===== src/rtl/adder_pkg.sv =====
// Shared constants for the bit-serial adder: FSM state encoding and default operand width.
package adder_pkg;

    localparam logic [1:0] ST_IDLE = 2'd0;
    localparam logic [1:0] ST_RUN  = 2'd1;
    localparam logic [1:0] ST_DONE = 2'd2;

    localparam int DEFAULT_WIDTH = 8;

endpackage


===== src/rtl/full_adder_cell.sv =====
// One-bit full adder; the only arithmetic cell in the serial datapath.
module full_adder_cell (
    input  logic a,
    input  logic b,
    input  logic cin,
    output logic sum,
    output logic cout
);

    assign sum  = a ^ b ^ cin;
    assign cout = (a & b) | (b & cin) | (a & cin);

endmodule


===== src/rtl/bit_serial_adder.sv =====
// Bit-serial adder: walks one full-adder cell over WIDTH cycles, LSB first, with a
// registered carry, behind a start/ready handshake and a one-cycle done pulse.
//
//   state   | meaning
//   --------+-------------------------------------------------------------
//   IDLE    | waiting for start; ready=1
//   RUN     | one operand bit pair added per cycle; busy=1
//   DONE    | sum/cout just updated; done=1 for this single cycle
module bit_serial_adder
    import adder_pkg::*;
#(
    parameter int WIDTH = DEFAULT_WIDTH
) (
    input  logic             clk,
    input  logic             rst_n,
    input  logic             start,
    input  logic [WIDTH-1:0] a,
    input  logic [WIDTH-1:0] b,
    input  logic             cin,
    output logic             ready,
    output logic             busy,
    output logic             done,
    output logic [WIDTH-1:0] sum,
    output logic             cout
);

    localparam int CW = (WIDTH > 1) ? $clog2(WIDTH) : 1;
    localparam logic [CW-1:0] CNT_LAST = CW'(WIDTH - 1);

    logic [1:0]       state;
    logic [1:0]       state_next;
    logic [WIDTH-1:0] ra;
    logic [WIDTH-1:0] rb;
    logic [WIDTH-1:0] psum;
    logic [WIDTH-1:0] psum_next;
    logic             cy;
    logic [CW-1:0]    cnt;
    logic             cell_s;
    logic             cell_c;
    logic             last_bit;

    full_adder_cell u_cell (
        .a    (ra[0]),
        .b    (rb[0]),
        .cin  (cy),
        .sum  (cell_s),
        .cout (cell_c)
    );

    // The new bit enters at the MSB so that after WIDTH shifts the LSB sits at bit 0.
    if (WIDTH == 1) begin : g_psum_w1
        assign psum_next = cell_s;
    end else begin : g_psum_wn
        assign psum_next = {cell_s, psum[WIDTH-1:1]};
    end

    assign last_bit = (cnt == CNT_LAST);

    always_ff @(posedge clk) begin
        if (!rst_n) begin
            state <= ST_IDLE;
        end else begin
            state <= state_next;
        end
    end

    always_comb begin
        state_next = ST_IDLE;
        case (state)
            ST_IDLE: state_next = start ? ST_RUN : ST_IDLE;
            ST_RUN:  state_next = last_bit ? ST_DONE : ST_RUN;
            ST_DONE: state_next = ST_IDLE;
            default: state_next = ST_IDLE;
        endcase
    end

    always_comb begin
        ready = (state == ST_IDLE);
        busy  = (state == ST_RUN);
        done  = (state == ST_DONE);
    end

    always_ff @(posedge clk) begin
        if (!rst_n) begin
            ra   <= '0;
            rb   <= '0;
            psum <= '0;
            cy   <= 1'b0;
            cnt  <= '0;
            sum  <= '0;
            cout <= 1'b0;
        end else begin
            case (state)
                ST_IDLE: begin
                    if (start) begin
                        ra  <= a;
                        rb  <= b;
                        cy  <= cin;
                        cnt <= '0;
                    end
                end
                ST_RUN: begin
                    ra   <= ra >> 1;
                    rb   <= rb >> 1;
                    psum <= psum_next;
                    cy   <= cell_c;
                    // Holding cnt on the last bit keeps it inside its range for any WIDTH.
                    if (last_bit) begin
                        sum  <= psum_next;
                        cout <= cell_c;
                    end else begin
                        cnt <= cnt + CW'(1);
                    end
                end
                default: begin
                end
            endcase
        end
    end

endmodule


===== config.mk =====
export PLATFORM = sky130hd
export DESIGN_NAME = bit_serial_adder
export DESIGN_NICKNAME = d
export VERILOG_FILES = /design/src/rtl/adder_pkg.sv /design/src/rtl/full_adder_cell.sv /design/src/rtl/bit_serial_adder.sv
export SDC_FILE = /design/constraint.sdc
export NUM_CORES = 1
export LEC_CHECK = 0
export ABC_CLOCK_PERIOD_IN_PS = 3200
export CORE_AREA = 2 2 69 71
export DETAILED_ROUTE_END_ITERATION = 16
export DIE_AREA = 0 0 71 73
export PLACE_DENSITY = 0.74
export SLEW_MARGIN = 40
export SYNTH_ARGS = -nofsm -noshare
export SYNTH_HDL_FRONTEND = slang
export SYNTH_HIERARCHICAL = 1
export SYNTH_SLANG_ARGS = --single-unit

===== constraint.sdc =====
create_clock -name clk -period 3.2 [get_ports clk]
set_clock_uncertainty 0.1 [all_clocks]
set_input_delay 0.48 -clock clk [delete_from_list [all_inputs] [get_ports clk]]
set_output_delay 0.48 -clock clk [all_outputs]
set_load 0.05 [all_outputs]

-- Word-level counts from Yosys, hierarchy flattened
Cells that the tools add are included.
- bitwise logic cells: 7
- multiplexer cells: 12
- add/sub/neg operators: 1
- reductions and logical operators: 5
- eq/ne operators: 5
- operators with widths (operator ; count):
    8-bit one-hot mux with 2 select lines ; 2
    8-bit two-way mux ; 2
    3-bit two-way mux ; 2
    3-bit one-hot mux with 2 select lines ; 1
    2-bit inequality test, second input constant ; 2
    2-bit one-hot mux with 2 select lines ; 1
    2-bit AND reduction ; 2
    3-bit by 1-bit adder with 3-bit output, second input constant ; 1
    1-bit AND ; 3
    3-bit equality test, second input constant ; 1
    3-bit AND reduction ; 1
    2-bit by 1-bit equality test with 1-bit output, second input constant ; 1
    2-bit equality test, second input constant ; 1
    2-bit logical NOT ; 1
    1-bit two-way mux ; 2
    2-bit two-way mux ; 1
    1-bit bitwise OR ; 2
    1-bit one-hot mux with 2 select lines ; 1
    2-bit nonzero test ; 1
    1-bit bitwise XOR ; 2
- word-level logic and storage cells: 38
- output and inout bits: 12
- bits of input ports: 20
- flip-flop bits (word level): 39

-- Longest topological paths before layout
- depth after elaboration: 4
- mapped depth: 7
- mapped depth without buffers: 5

-- Hierarchy
Netlist, hierarchy kept.
- by module, submodules not included (module ; sequential area each (um^2) ; instances ; area an instance (um^2) ; cells an instance):
    bit_serial_adder ; 760.7 ; 1 ; 1727.9 ; 173
    full_adder_cell ; 0.0 ; 1 ; 20.0 ; 1

-- Least setup slack after synthesis
OpenSTA, ideal clock, no wires.
- path type: flip-flop to output port
- start point: register state[0]
- end point: output done
- path slack: 1.328 ns
- cell stages (with the launch flop): 4
- arrival time: 1.292 ns
- buffers on the path: 2
- data required time: 2.620 ns
- cell sequence: dfxtp_1 > buf_6 > buf_4 > nor2b_1
- cells in the longest elaborated chain, start to end: 1
- ends and longest elaborated chain (element ; RTL line ; source):
    start: declaration ; bit_serial_adder.sv:30 ; logic [1:0] state;
    start signal: assignment ; bit_serial_adder.sv:63 ; state <= state_next;
    2-bit equality test ; bit_serial_adder.sv:80 ; done = (state == ST_DONE);
    end: declaration ; bit_serial_adder.sv:22 ; output logic done,
No other way between the ends.

-- Final worst setup path
- start point: register state[1]
- end point: output ready
- cells in the longest elaborated chain, start to end: 1
- ends and longest elaborated chain (element ; RTL line ; source):
    2-bit logical NOT ; bit_serial_adder.sv:78 ; ready = (state == ST_IDLE);
    end: declaration ; bit_serial_adder.sv:20 ; output logic ready,
No other way between the ends.

==> impl_metrics.tcl <==
set metrics [dict create \
    critPathKind "reg2out" \
    gp_congestion 0.723 \
    synthCells 174 \
    setup_tns_ps 0 \
    grt_pass1_wl_um 5190 \
    rows 25 \
    die_w_um 71 \
    fmax_mhz 446 \
    synth-seq-cells 38 \
    cap_viol_max_count 0 \
    cp.arrival_ps 1660 \
    wl_per_cell_um 11.9 \
    hold_viol 0 \
    required_ps 2620 \
    synth_adder_area_share_pct 2.58 \
    cts.clk_slew.worst_paths_ps 70 \
    rsz0062_at_grt "false" \
    start_util_pct 38.5 \
    crit_buf_inv 1 \
    r2r_slack_ps 1320 \
    cts_max_level 2 \
    worstMarginPinSlew_ps 575 \
    whs_ps 359 \
    cts_tree "done" \
    cts_inserted_buffers 5 \
    status "completed" \
    dp_hpwl_um 2030 \
    drive_above_1_share_pct 21.3 \
    cellPowerDensity_nw_per_um2 462 \
    finalCriticalPeriod_ps 2240 \
    synth_compound_area_share_pct 19.3 \
    critPathMaxFanout 7 \
    io_pins 32 \
    vias 1286 \
    synthXorXnorAreaFrac_pct 0 \
    via_per_inst 5.02 \
    drt-total-wl_um 3060 \
    grt_max_degree 39 \
    numPortBuffers 31 \
    syn_area_um2 1750 \
    slew_violations 0 \
    max_slew_margin_pct 61.7 \
    syn_nets 197 \
    setup_violations 0 \
    end_kind "output port" \
    critPathTopFamily "buffers and inverters" \
    nets 224 \
    most-common-layout-cells "dfxtp_1 (38), clkdlybuf4s50_1 (30), nand2_1 (25)" \
    cpPeakStageDelay_ps 830 \
    vdd_drop_max_uv 153 \
    drtAntennaViolNets 0 \
    first_pass_iters 4 \
    post-route-util_pct 46.7 \
    root_buffer "clkbuf_8" \
    final_common_cell "dfxtp_1" \
    cts_resized 0 \
    grt_antenna_before_repair 0 \
    clk_path_buf_depth 2 \
    grt_usage_pct 12.8 \
    overflow 0 \
    synth_top_family_by_area "compound AO/OA/AOI/OAI gates" \
    cts_sinks 38 \
    worstPathCellList "nor2_1 -> clkdlybuf4s50_1" \
    antennaDiodeCount 0 \
    grt_pass1_vias 1164 \
    synth-simple-area-share_pct 17.5 \
    power_w 0.000977 \
    crit_slowest_cell "clkdlybuf4s50_1" \
    drc 0 \
    area_delta_synth_final_pct 21.1 \
    yosys_warnings 6 \
    seq_area_frac_synth_pct 43.5 \
    syn_area_per_cell_um2 10.0 \
    clk_latency_ps 290 \
    hold_path_class "reg2reg" \
    cts_setup_buffers 0 \
    synthMuxAreaShare_pct 9.74 \
    post-route-period-util_pct 70.0 \
    start_kind "flop" \
    die-area_um2 5180 \
    leakagePower_nw 0.748 \
    synth_cell_types 29 \
    drtIter0Drc 91 \
    dp_cells 248 \
    fin_cells 256 \
    cts_hold_buffers 0 \
    coreArea_um2 4540 \
    die_h_um 73 \
]
where the power goes:
| part | total (W) | switching [W] | internal [W] |
|---|---|---|---|
| logic | 0.000136 | 0.0000722 | 0.0000643 |
| clock network | 0.000331 | 0.000157 | 0.000174 |
| registers | 0.000510 | 0.0000149 | 0.000495 |
| total | 0.000977 | 0.000244 | 0.000733 |
per-stage QoR:
step / area, µm² / setup slack, ps
after global placement: 2030 / 1210
final: 2120 / 959
after detailed placement: 2030 / 1180
after global routing: 2120 / 848
after CTS: 2120 / 943
after floorplan: 1750 / 1330
synthesized netlist by cell type:
cell type	count	share of area [%]
inv_6	1	0.50
nor2_2	10	3.6
dfxtp_1	38	44
nor2_1	10	2.1
o21ba_4	1	0.93
inv_1	2	0.43
nand2_1	25	5.4
a21oi_1	14	4.0
buf_1	1	0.21
ha_1	2	1.4
nand3_2	2	1.1
buf_6	6	3.9
a21oi_2	2	1.0
a31oi_1	2	0.72
buf_8	1	0.86
buf_2	3	0.86
nor2b_1	1	0.36
buf_4	1	0.43
a211oi_2	15	11
nand2b_4	1	0.79
a32oi_1	2	1.0
nand3_1	11	3.1
clkbuf_1	1	0.21
fa_1	1	1.1
o21bai_1	1	0.43
mux2i_1	17	9.7
o31a_1	1	0.50
nand3b_2	1	0.64
nor3_1	1	0.29
state kept, by name, indices dropped and copies added (netlist names):
signal / flops
state: 2
cnt: 3
sum: 8
ra: 8
rb: 8
psum: 7
cout: 1
cy: 1
final cells by class:
class                   count  area (µm²)
clock buffers               7        86.3
fillers                   434        2420
clock inverters             1        5.00
multi-input cells         120         858
inverters                   3        16.3
well taps                  54        67.6
repair buffers             33         323
flip-flops and latches     38         761
worst min-delay path, stage by stage (launching register included):
cell     delay (ps)
dfxtp_1         310
nand2_1          50
a21oi_1          50
final timing paths:
path / start / end / depth (start not counted)
max: state[1] / ready / 2
min: psum[1] / psum[1] / 2
max reg2reg: cnt[0] / cout / 5
min reg2reg: psum[1] / psum[1] / 2
layer usage:
metal | routed length, µm | track usage (%) | vias up
li1 | - | - | 662
met1 | 1390 | 15.3 | 592
met2 | 1490 | 21.2 | 28
met3 | 136 | 4.01 | 4
met4 | 44 | 5.66 | 0
met5 | 0 | 0 | -
cells by family (layout without fill, tap and decap cells):
kind of cell,Yosys count,count (layout)
compound gates,38,38
fa+ha+maj,3,3
buf+inv,16,44
flops,38,38
mux,17,17
simple gates,62,62
No activity file was read; power rests on OpenSTA's default activity.
